===== src/rtl/vga_console_ctrl.sv =====
`default_nettype none
// ============================================================================
// Module   : vga_console_ctrl
// Purpose  : Text-console sequencer for the vgachargen character/color maps.
//            Takes a byte stream, writes cells at a hardware cursor, handles
//            CR/LF/BS, and runs the clear and scroll-up sweeps over the maps.
// Revision : 1.0 - initial release
// ============================================================================
module vga_console_ctrl #(
  parameter int         COLS      = 80,
  parameter int         ROWS      = 30,
  parameter int         ADDR_W    = $clog2(COLS*ROWS),
  parameter logic [7:0] BLANK_CH  = 8'h20,
  parameter logic [7:0] DEF_COLOR = 8'h0F
) (
  input  logic                    clk_i,
  input  logic                    rst_i,
  input  logic                    ch_valid_i,
  input  logic [7:0]              ch_data_i,
  input  logic [7:0]              ch_color_i,
  output logic                    ch_ready_o,
  input  logic                    clear_i,
  output logic                    busy_o,
  output logic [$clog2(COLS)-1:0] cursor_x_o,
  output logic [$clog2(ROWS)-1:0] cursor_y_o,
  output logic [ADDR_W-1:0]       map_addr_o,
  output logic [7:0]              map_ch_o,
  output logic [7:0]              map_col_o,
  output logic                    map_wen_o,
  input  logic [7:0]              map_ch_i,
  input  logic [7:0]              map_col_i
);

  localparam int XW = $clog2(COLS);
  localparam int YW = $clog2(ROWS);

  localparam logic [XW-1:0]     X_LAST      = XW'(COLS-1);
  localparam logic [YW-1:0]     Y_LAST      = YW'(ROWS-1);
  localparam logic [ADDR_W-1:0] ROW_STRIDE  = ADDR_W'(COLS);
  localparam logic [ADDR_W-1:0] SCROLL_LAST = ADDR_W'(COLS*(ROWS-1)-1);
  localparam logic [ADDR_W-1:0] FILL_BASE   = ADDR_W'(COLS*(ROWS-1));
  localparam logic [ADDR_W-1:0] FILL_LAST   = ADDR_W'(COLS-1);
  localparam logic [ADDR_W-1:0] CLEAR_LAST  = ADDR_W'(COLS*ROWS-1);

  typedef enum logic [2:0] {
    IDLE      = 3'd0,
    PUT       = 3'd1,
    SCROLL_RD = 3'd2,
    SCROLL_WR = 3'd3,
    FILL      = 3'd4,
    CLEAR     = 3'd5
  } state_t;

  state_t            state, state_n;
  logic [XW-1:0]     cur_x, cur_x_n;
  logic [YW-1:0]     cur_y, cur_y_n;
  logic [ADDR_W-1:0] idx, idx_n;
  logic              clear_pend, clear_pend_n;
  logic [ADDR_W-1:0] addr_q, addr_n;
  logic [7:0]        ch_q, ch_n;
  logic [7:0]        col_q, col_n;
  logic              wen_q, wen_n;

  logic              clear_req;
  logic [ADDR_W-1:0] cell_addr;

  // A clear request arriving this cycle already blocks the byte stream.
  assign clear_req  = clear_pend | clear_i;
  assign cell_addr  = ADDR_W'(cur_y) * ROW_STRIDE + ADDR_W'(cur_x);

  assign ch_ready_o = (state == IDLE) & ~clear_req;
  assign busy_o     = (state != IDLE);
  assign cursor_x_o = cur_x;
  assign cursor_y_o = cur_y;
  assign map_addr_o = addr_q;
  assign map_wen_o  = wen_q;
  // In the write half of a scroll pair the read data (valid this cycle)
  // goes straight back out as write data; otherwise data is registered.
  assign map_ch_o   = (state == SCROLL_WR) ? map_ch_i  : ch_q;
  assign map_col_o  = (state == SCROLL_WR) ? map_col_i : col_q;

  // State, cursor, sweep index and registered map port.
  always_ff @(posedge clk_i or posedge rst_i) begin
    if (rst_i) begin
      state      <= IDLE;
      cur_x      <= '0;
      cur_y      <= '0;
      idx        <= '0;
      clear_pend <= 1'b0;
      addr_q     <= '0;
      ch_q       <= '0;
      col_q      <= '0;
      wen_q      <= 1'b0;
    end else begin
      state      <= state_n;
      cur_x      <= cur_x_n;
      cur_y      <= cur_y_n;
      idx        <= idx_n;
      clear_pend <= clear_pend_n;
      addr_q     <= addr_n;
      ch_q       <= ch_n;
      col_q      <= col_n;
      wen_q      <= wen_n;
    end
  end

  // Next-state logic; map outputs are computed for the state being entered.
  always_comb begin
    state_n      = state;
    cur_x_n      = cur_x;
    cur_y_n      = cur_y;
    idx_n        = idx;
    clear_pend_n = clear_req;
    addr_n       = addr_q;
    ch_n         = ch_q;
    col_n        = col_q;
    wen_n        = 1'b0;

    unique case (state)
      IDLE: begin
        if (clear_req) begin
          state_n      = CLEAR;
          clear_pend_n = 1'b0;
          idx_n        = '0;
          addr_n       = '0;
          ch_n         = BLANK_CH;
          col_n        = DEF_COLOR;
          wen_n        = 1'b1;
        end else if (ch_valid_i) begin
          if (ch_data_i == 8'h0D) begin
            cur_x_n = '0;
          end else if (ch_data_i == 8'h0A) begin
            cur_x_n = '0;
            if (cur_y != Y_LAST) begin
              cur_y_n = cur_y + 1'b1;
            end else begin
              state_n = SCROLL_RD;
              idx_n   = '0;
              addr_n  = ROW_STRIDE;
            end
          end else if (ch_data_i == 8'h08) begin
            if (cur_x != '0) cur_x_n = cur_x - 1'b1;
          end else if (ch_data_i >= 8'h20) begin
            state_n = PUT;
            addr_n  = cell_addr;
            ch_n    = ch_data_i;
            col_n   = ch_color_i;
            wen_n   = 1'b1;
          end
        end
      end

      PUT: begin
        state_n = IDLE;
        if (cur_x != X_LAST) begin
          cur_x_n = cur_x + 1'b1;
        end else begin
          cur_x_n = '0;
          if (cur_y != Y_LAST) begin
            cur_y_n = cur_y + 1'b1;
          end else begin
            state_n = SCROLL_RD;
            idx_n   = '0;
            addr_n  = ROW_STRIDE;
          end
        end
      end

      SCROLL_RD: begin
        state_n = SCROLL_WR;
        addr_n  = idx;
        wen_n   = 1'b1;
      end

      SCROLL_WR: begin
        if (idx == SCROLL_LAST) begin
          state_n = FILL;
          idx_n   = '0;
          addr_n  = FILL_BASE;
          ch_n    = BLANK_CH;
          col_n   = DEF_COLOR;
          wen_n   = 1'b1;
        end else begin
          state_n = SCROLL_RD;
          idx_n   = idx + 1'b1;
          addr_n  = idx + 1'b1 + ROW_STRIDE;
        end
      end

      FILL: begin
        if (idx == FILL_LAST) begin
          state_n = IDLE;
          cur_x_n = '0;
          cur_y_n = Y_LAST;
        end else begin
          idx_n  = idx + 1'b1;
          addr_n = addr_q + 1'b1;
          wen_n  = 1'b1;
        end
      end

      CLEAR: begin
        if (idx == CLEAR_LAST) begin
          state_n = IDLE;
          cur_x_n = '0;
          cur_y_n = '0;
        end else begin
          idx_n  = idx + 1'b1;
          addr_n = addr_q + 1'b1;
          wen_n  = 1'b1;
        end
      end

      default: state_n = IDLE;
    endcase
  end

endmodule
`default_nettype wire

===== config.mk =====
export PLATFORM = sky130hd
export DESIGN_NAME = vga_console_ctrl
export DESIGN_NICKNAME = d
export VERILOG_FILES = /design/src/rtl/vga_console_ctrl.sv
export SDC_FILE = /design/constraint.sdc
export NUM_CORES = 1
export LEC_CHECK = 0
export ABC_CLOCK_PERIOD_IN_PS = 2700
export CAP_MARGIN = 20
export CORE_MARGIN = 3
export CORE_UTILIZATION = 47
export CTS_CLUSTER_SIZE = 25
export DETAILED_ROUTE_END_ITERATION = 7
export DONT_BUFFER_PORTS = 1
export HOLD_SLACK_MARGIN = 0.06
export PLACE_DENSITY = 0.63
export SETUP_SLACK_MARGIN = 0.3
export SYNTH_ARGS = -nofsm -noshare
export SYNTH_HDL_FRONTEND = slang
export SYNTH_SLANG_ARGS = --single-unit

===== constraint.sdc =====
create_clock -name clk_i -period 2.7 [get_ports clk_i]
set_input_delay 0.27 -clock clk_i [delete_from_list [all_inputs] [get_ports clk_i]]
set_output_delay 0.27 -clock clk_i [all_outputs]
set_load 0.01 [all_outputs]

Word-level counts from Yosys, hierarchy flattened. Cells that the tools add are included.

Word-level logic and storage cells: 151. Register bits after elaboration: 57. Input bits: 36.

Multipliers: 1. Equal/unequal tests: 34. Add/subtract/negate cells: 7. Bitwise operators: 3. Muxes and demuxes: 83. Reduce and logical (&&, ||, !) cells: 13. $lt $le $gt $ge: 1.

Operator list (number): two-way mux 12 bit (20); two-way mux 8 bit (16); case mux 12 bit (6 select lines) (1); two-way mux 7 bit (9); case mux 12 bit (5 select lines) (1); two-way mux 5 bit (8); case mux 8 bit (2 select lines) (2); two-way mux 3 bit (10); case mux 7 bit (4 select lines) (1); AND reduction 7 bit (4); adder 12 x 1 -> 12 bit (second input constant) (2); == test 12 bit (second input constant) (2); == test 8 x 4 -> 1 bit (second input constant) (3); case mux 5 bit (4 select lines) (1); case mux 3 bit (6 select lines) (1); inequality test 2 bit (second input constant) (8); AND reduction 8 bit (2); adder 12 x 7 -> 12 bit (1); adder 12 x 7 -> 12 bit (second input constant) (1); == test 12 x 7 -> 1 bit (second input constant) (1); inequality test 3 bit (second input constant) (4); two-way mux 1 bit (10); >= comparator 8 x 6 -> 1 bit (second input constant) (1); multiplier 5 x 3 -> 8 bit (second input constant) (1); other kinds (25) (32).

Logic depth before layout (Yosys ltp). Gate-level depths: netlist (run 1).

Depth after elaboration: 9. Gate-level depth with buffers: 12.

Worst setup path after synthesis (run 1). Ideal clock, no wire load.

Path kind: flip-flop to flip-flop. Start point: reg idx[4]. End point: reg addr_q[10] (netlist: map_addr_o[10]). Arrival time: 2.553 ns. Cell stages (with the launch flop): 13. Slack: 0.016 ns. Period minus slack after synthesis: 2.684 ns. Data required time: 2.570 ns. Cell sequence: dfrtp_1 > buf_2 > nand3_1 > nor2_1 > xor2_1 > ha_1 > inv_1 > a32o_1 > a211oi_1 > nand2_1 > or3_1 > nand3_1 > a31oi_1.

Longest elaborated chain between the ends: 4. Elaborated cells between the ends (all ways): 10. Those cells by class: add/sub (2); eq/ne (5); mux (2); reduce/logical (1).

Ends and longest elaborated chain: start: declaration (RTL line 57) `logic [ADDR_W-1:0] idx, idx_n;`; start signal: assignment (RTL line 98) `idx <= idx_n;`; adder 12 x 1 -> 12 bit (RTL line 186) `addr_n = idx + 1'b1 + ROW_STRIDE;`; adder 12 x 7 -> 12 bit (RTL line 186); two-way mux 12 bit (RTL line 176) `if (idx == SCROLL_LAST) begin`; case mux 12 bit (6 select lines) (RTL line 119) `unique case (state)`; end signal: assignment (RTL line 100) `addr_q <= addr_n;`; end: declaration (RTL line 59) `logic [ADDR_W-1:0] addr_q, addr_n;`.

Parallel ways exist; a longest one is shown, timed or not. A chain may end at the register's enable or synchronous reset.

Worst setup path in the final report (run 1).
Start point: reg idx[1]. End point: reg addr_q[10] (netlist: map_addr_o[10]).

Same word-level chain as after synthesis.

==> metrics.csv, run 1 <==
stage;metric;value;unit
job;maxCapViolCount;0;
detailed_routing;drt_iter0_drc;529;
worst_setup_path;r2r_start;idx[1]$_DFFE_PP0P_;
timing;worst_pin_slew;0.7487;ns
detailed_routing;met1_length;6611;um
floorplanning;num_rows;36;
clocking;cts_buffer_depth;2;
pwr;vdd_drop_max;0.3235;mV
grt;grt_overflow;0;
timing;relSlewSlack;49.90;%
clocking;htreeDepth;3;
clocking;clock-sinks;57;
run_status;status;finished, final reports clean;
worst_setup_path;end_kind;register;
worst_setup_path;crit_end;map_addr_o[10]$_DFFE_PP0P_;
synthesis;synth.distinct_cells;81;
grt;grt_max_degree;58;
worst_setup_path;r2r_end;map_addr_o[10]$_DFFE_PP0P_;
synthesis;syn_avg_cell_area;7.582;um2
placed_design;dpl.hpwl;11060;um
worst_setup_path;startpoint;idx[1]$_DFFE_PP0P_;
placed_design;postPlaceCellArea;5231;um2
grt;antenna_found_initial;0;
clocking;cts_buffers;9;
detailed_routing;antenna_left;0;
synthesis;async_reset_ff_share;100.0;%
timing;fmax;0.4304;GHz
synthesis;synthFlopType;dfrtp_1;
floorplanning;chipWidth;107.2;um
floorplanning;ios;79;
detailed_routing;drc_errors;0;
worst_setup_path;critPathLaunchType;register;
worst_setup_path;cp_top_family;simple AND/OR/NAND/NOR gates;
synthesis;yosysTopAreaCell;dfrtp_1;
detailed_routing;vias_per_cell;6.167;
floorplanning;core;9864;um2
synthesis;netlist_top_cells_area;dfrtp_1 30%, nand2_1 9.3%, ha_1 5.5%;
floorplanning;die_h;107.2;um
layout;layout_commonest_cell;nand2_1;
layout;final_cell_mix;118 x nand2_1, 57 x nor2_1, 56 x buf_4;
synthesis;synth_area;4815;um2
detailed_routing;topRoutingLayerUsed;met4;
layout;diodes;0;
detailed_routing;routed-wl-met3;1162;um
worst_setup_path;required;2.93;ns
pwr;p_per_area;415.7;nW/um2
pwr;leakage;2.457;nW
detailed_routing;dr.pass1.iters;6;
worst_setup_path;path_cells;buf_6, nand2_4, nor2_4, xor2_2, ha_2, inv_1, a32o_1, a211oi_2, nand2_1, or3_1, nand3_2, a31oi_1;
layout;finalNonFillerCells;815;
worst_setup_path;worstPathMaxFanout;4;
timing;skew;0.01814;ns
timing;min_period;2.324;ns
timing;period_share;86.06;%
timing;fin_setup_tns;0;ns
worst_setup_path;critical_path_depth;12;
placed_design;placed_cells;779;
floorplanning;start_util;48.81;%
clocking;clk_pin_slew;0.07;ns
clocking;cts-root-buf;clkbuf_8;
timing;setup_viol;0;
worst_setup_path;path_class;reg2reg;
timing;drv_slew;0;
placed_design;port_buffers;0;
synthesis;ys_warn_count;0;
synthesis;synth_edf_count;0;
grt;grt_first_pass_wirelength;24590;um
synthesis;synthCells;635;
placed_design;gp_congestion;0.9517;
detailed_routing;totalWireLength;15460;um
worst_setup_path;max_stage_delay;0.40;ns
clocking;cts_tree;done;
worst_setup_path;ff2ff_setup_slack;0.38;ns
worst_setup_path;crit_buf_inv;2;
synthesis;yosysSeqAreaShare;29.63;%
worst_setup_path;worstPathArrival;2.55;ns
hold_path;hp-class;in2reg;
synthesis;synth_top_area_share;29.63;%
layout;final_layout_size_suffix_gt1_share;19.50;%
grt;grt_pass1_vias;4720;
timing;hold_viol;0;
worst_setup_path;worst_r2r_path_depth;12;
hold_path;min_path_cells;2;
layout;nNetsFinal;737;
floorplanning;die_area;11490;um2
grt;grt_use_total;27.01;%
synthesis;synth_seq_cells;57;
synthesis;synth_nets;694;
timing;grt_setup_unrepaired;yes;
worst_setup_path;crit_slowest_cell;dfrtp_1;
detailed_routing;wl_per_cell;18.96;um
detailed_routing;vias;5026;
layout;design_area;5786;um2
clocking;clk-insertion-delay-late;0.35;ns
layout;area_growth;20.17;%
detailed_routing;met2_length;7353;um
[worst min path at each step]
stage	start	endpoint	slack, ns
floorplan	ch_data_i[0]	ch_q[0]$_DFFE_PP0P_	0.40
global placement	rst_i	idx[3]$_DFFE_PP0P_	0.24
detailed placement	rst_i	idx[4]$_DFFE_PP0P_	0.25
CTS	ch_color_i[4]	col_q[4]$_DFFE_PP0P_	0.06
global route	ch_color_i[4]	col_q[4]$_DFFE_PP0P_	0.06
finish	ch_color_i[4]	col_q[4]$_DFFE_PP0P_	0.07
[state kept, by name (all words and copies together), names as in the netlist]
name / count
col_q: 8
idx: 12
cursor_y_o: 5
map_wen_o: 1
clear_pend: 1
cursor_x_o: 7
state: 3
map_addr_o: 12
ch_q: 8
[area by class of cell]
cell class,count,area [um2]
fill,902,4079
multi-input combinational,520,3309
sequential,57,1430
timing repair buffer,73,598.1
tap,133,166.4
clock buffer,10,137.6
clock inverter,5,80.08
inverter,17,63.81
[through the flow]
stage	power, W	hold WS [ns]	setup WS [ns]	utilization, %
final	0.002405	0.06517	0.3764	58.65
after floorplan	0.001374	0.4027	0.2595	-
after global routing	0.002512	0.06462	0.2511	58.65
after CTS	0.002417	0.06083	0.2484	57.43
after detailed placement	0.001490	0.2538	0.2001	53.03
after global placement	0.001484	0.2446	0.2504	53.03
[cell families (layout without fill, tap and decap cells)]
kind of cell / count (synthesis) / in the layout / share of synthesized area, %
DFF: 57 / 57 / 29.63
muxes: 2 / 2 / 0.4418
xor gates and xnor gates: 23 / 23 / 4.184
and+or+nand+nor: 296 / 296 / 29.70
buffers and inverters: 58 / 105 / 5.301
adders and majority gates: 23 / 23 / 6.289
AOI/OAI and AO/OA: 176 / 176 / 24.45
[where the power goes]
| group | switching, W | internal [W] | leakage (nW) |
|---|---|---|---|
| logic | 0.000164 | 0.000174 | 1.67 |
| clock network | 0.000371 | 0.000538 | 0.104 |
| registers | 0.000212 | 0.000947 | 0.680 |
[per-layer routing]
metal	vias up	global-route usage, %
met5	-	0
met4	0	8.493
met3	27	5.418
met2	240	43.39
met1	2377	36.56
li1	2382	-
[cells in the mapped netlist (10+ instances only)]
| library cell | n |
|---|---|
| nand4_1 | 10 |
| dfrtp_1 | 57 |
| a211oi_1 | 10 |
| o21ai_0 | 33 |
| nor2_1 | 60 |
| buf_2 | 14 |
| ha_1 | 21 |
| nand2_1 | 119 |
| a31oi_1 | 11 |
| xnor2_1 | 13 |
| clkbuf_1 | 22 |
| a21oi_1 | 45 |
| xor2_1 | 10 |
| nand3_1 | 33 |
| inv_1 | 17 |
| nor3_1 | 24 |
[what timing repair did]
action / 4_1_cts / 5_1_grt
hold buffers: 12 / 1
pin swaps: 3 / 9
gates resized for setup: 14 / 20
endpoints found under the hold margin: 68 / 1
buffers inserted: 4 / 4
setup endpoints to repair: 14 / 39
Note: power is estimated with default switching activity, not from simulation.
==> run 2, diff against run 1 <==
--- a/config.mk
+++ b/config.mk
@@ -5,6 +5,7 @@
 export SDC_FILE = /design/constraint.sdc
 export NUM_CORES = 1
 export LEC_CHECK = 0
+export ABC_AREA = 0
 export ABC_CLOCK_PERIOD_IN_PS = 2700
 export CAP_MARGIN = 20
 export CORE_MARGIN = 3
==> results of run 2 <==
No change in the layout: final DEF, timing and power equal those of run 1.
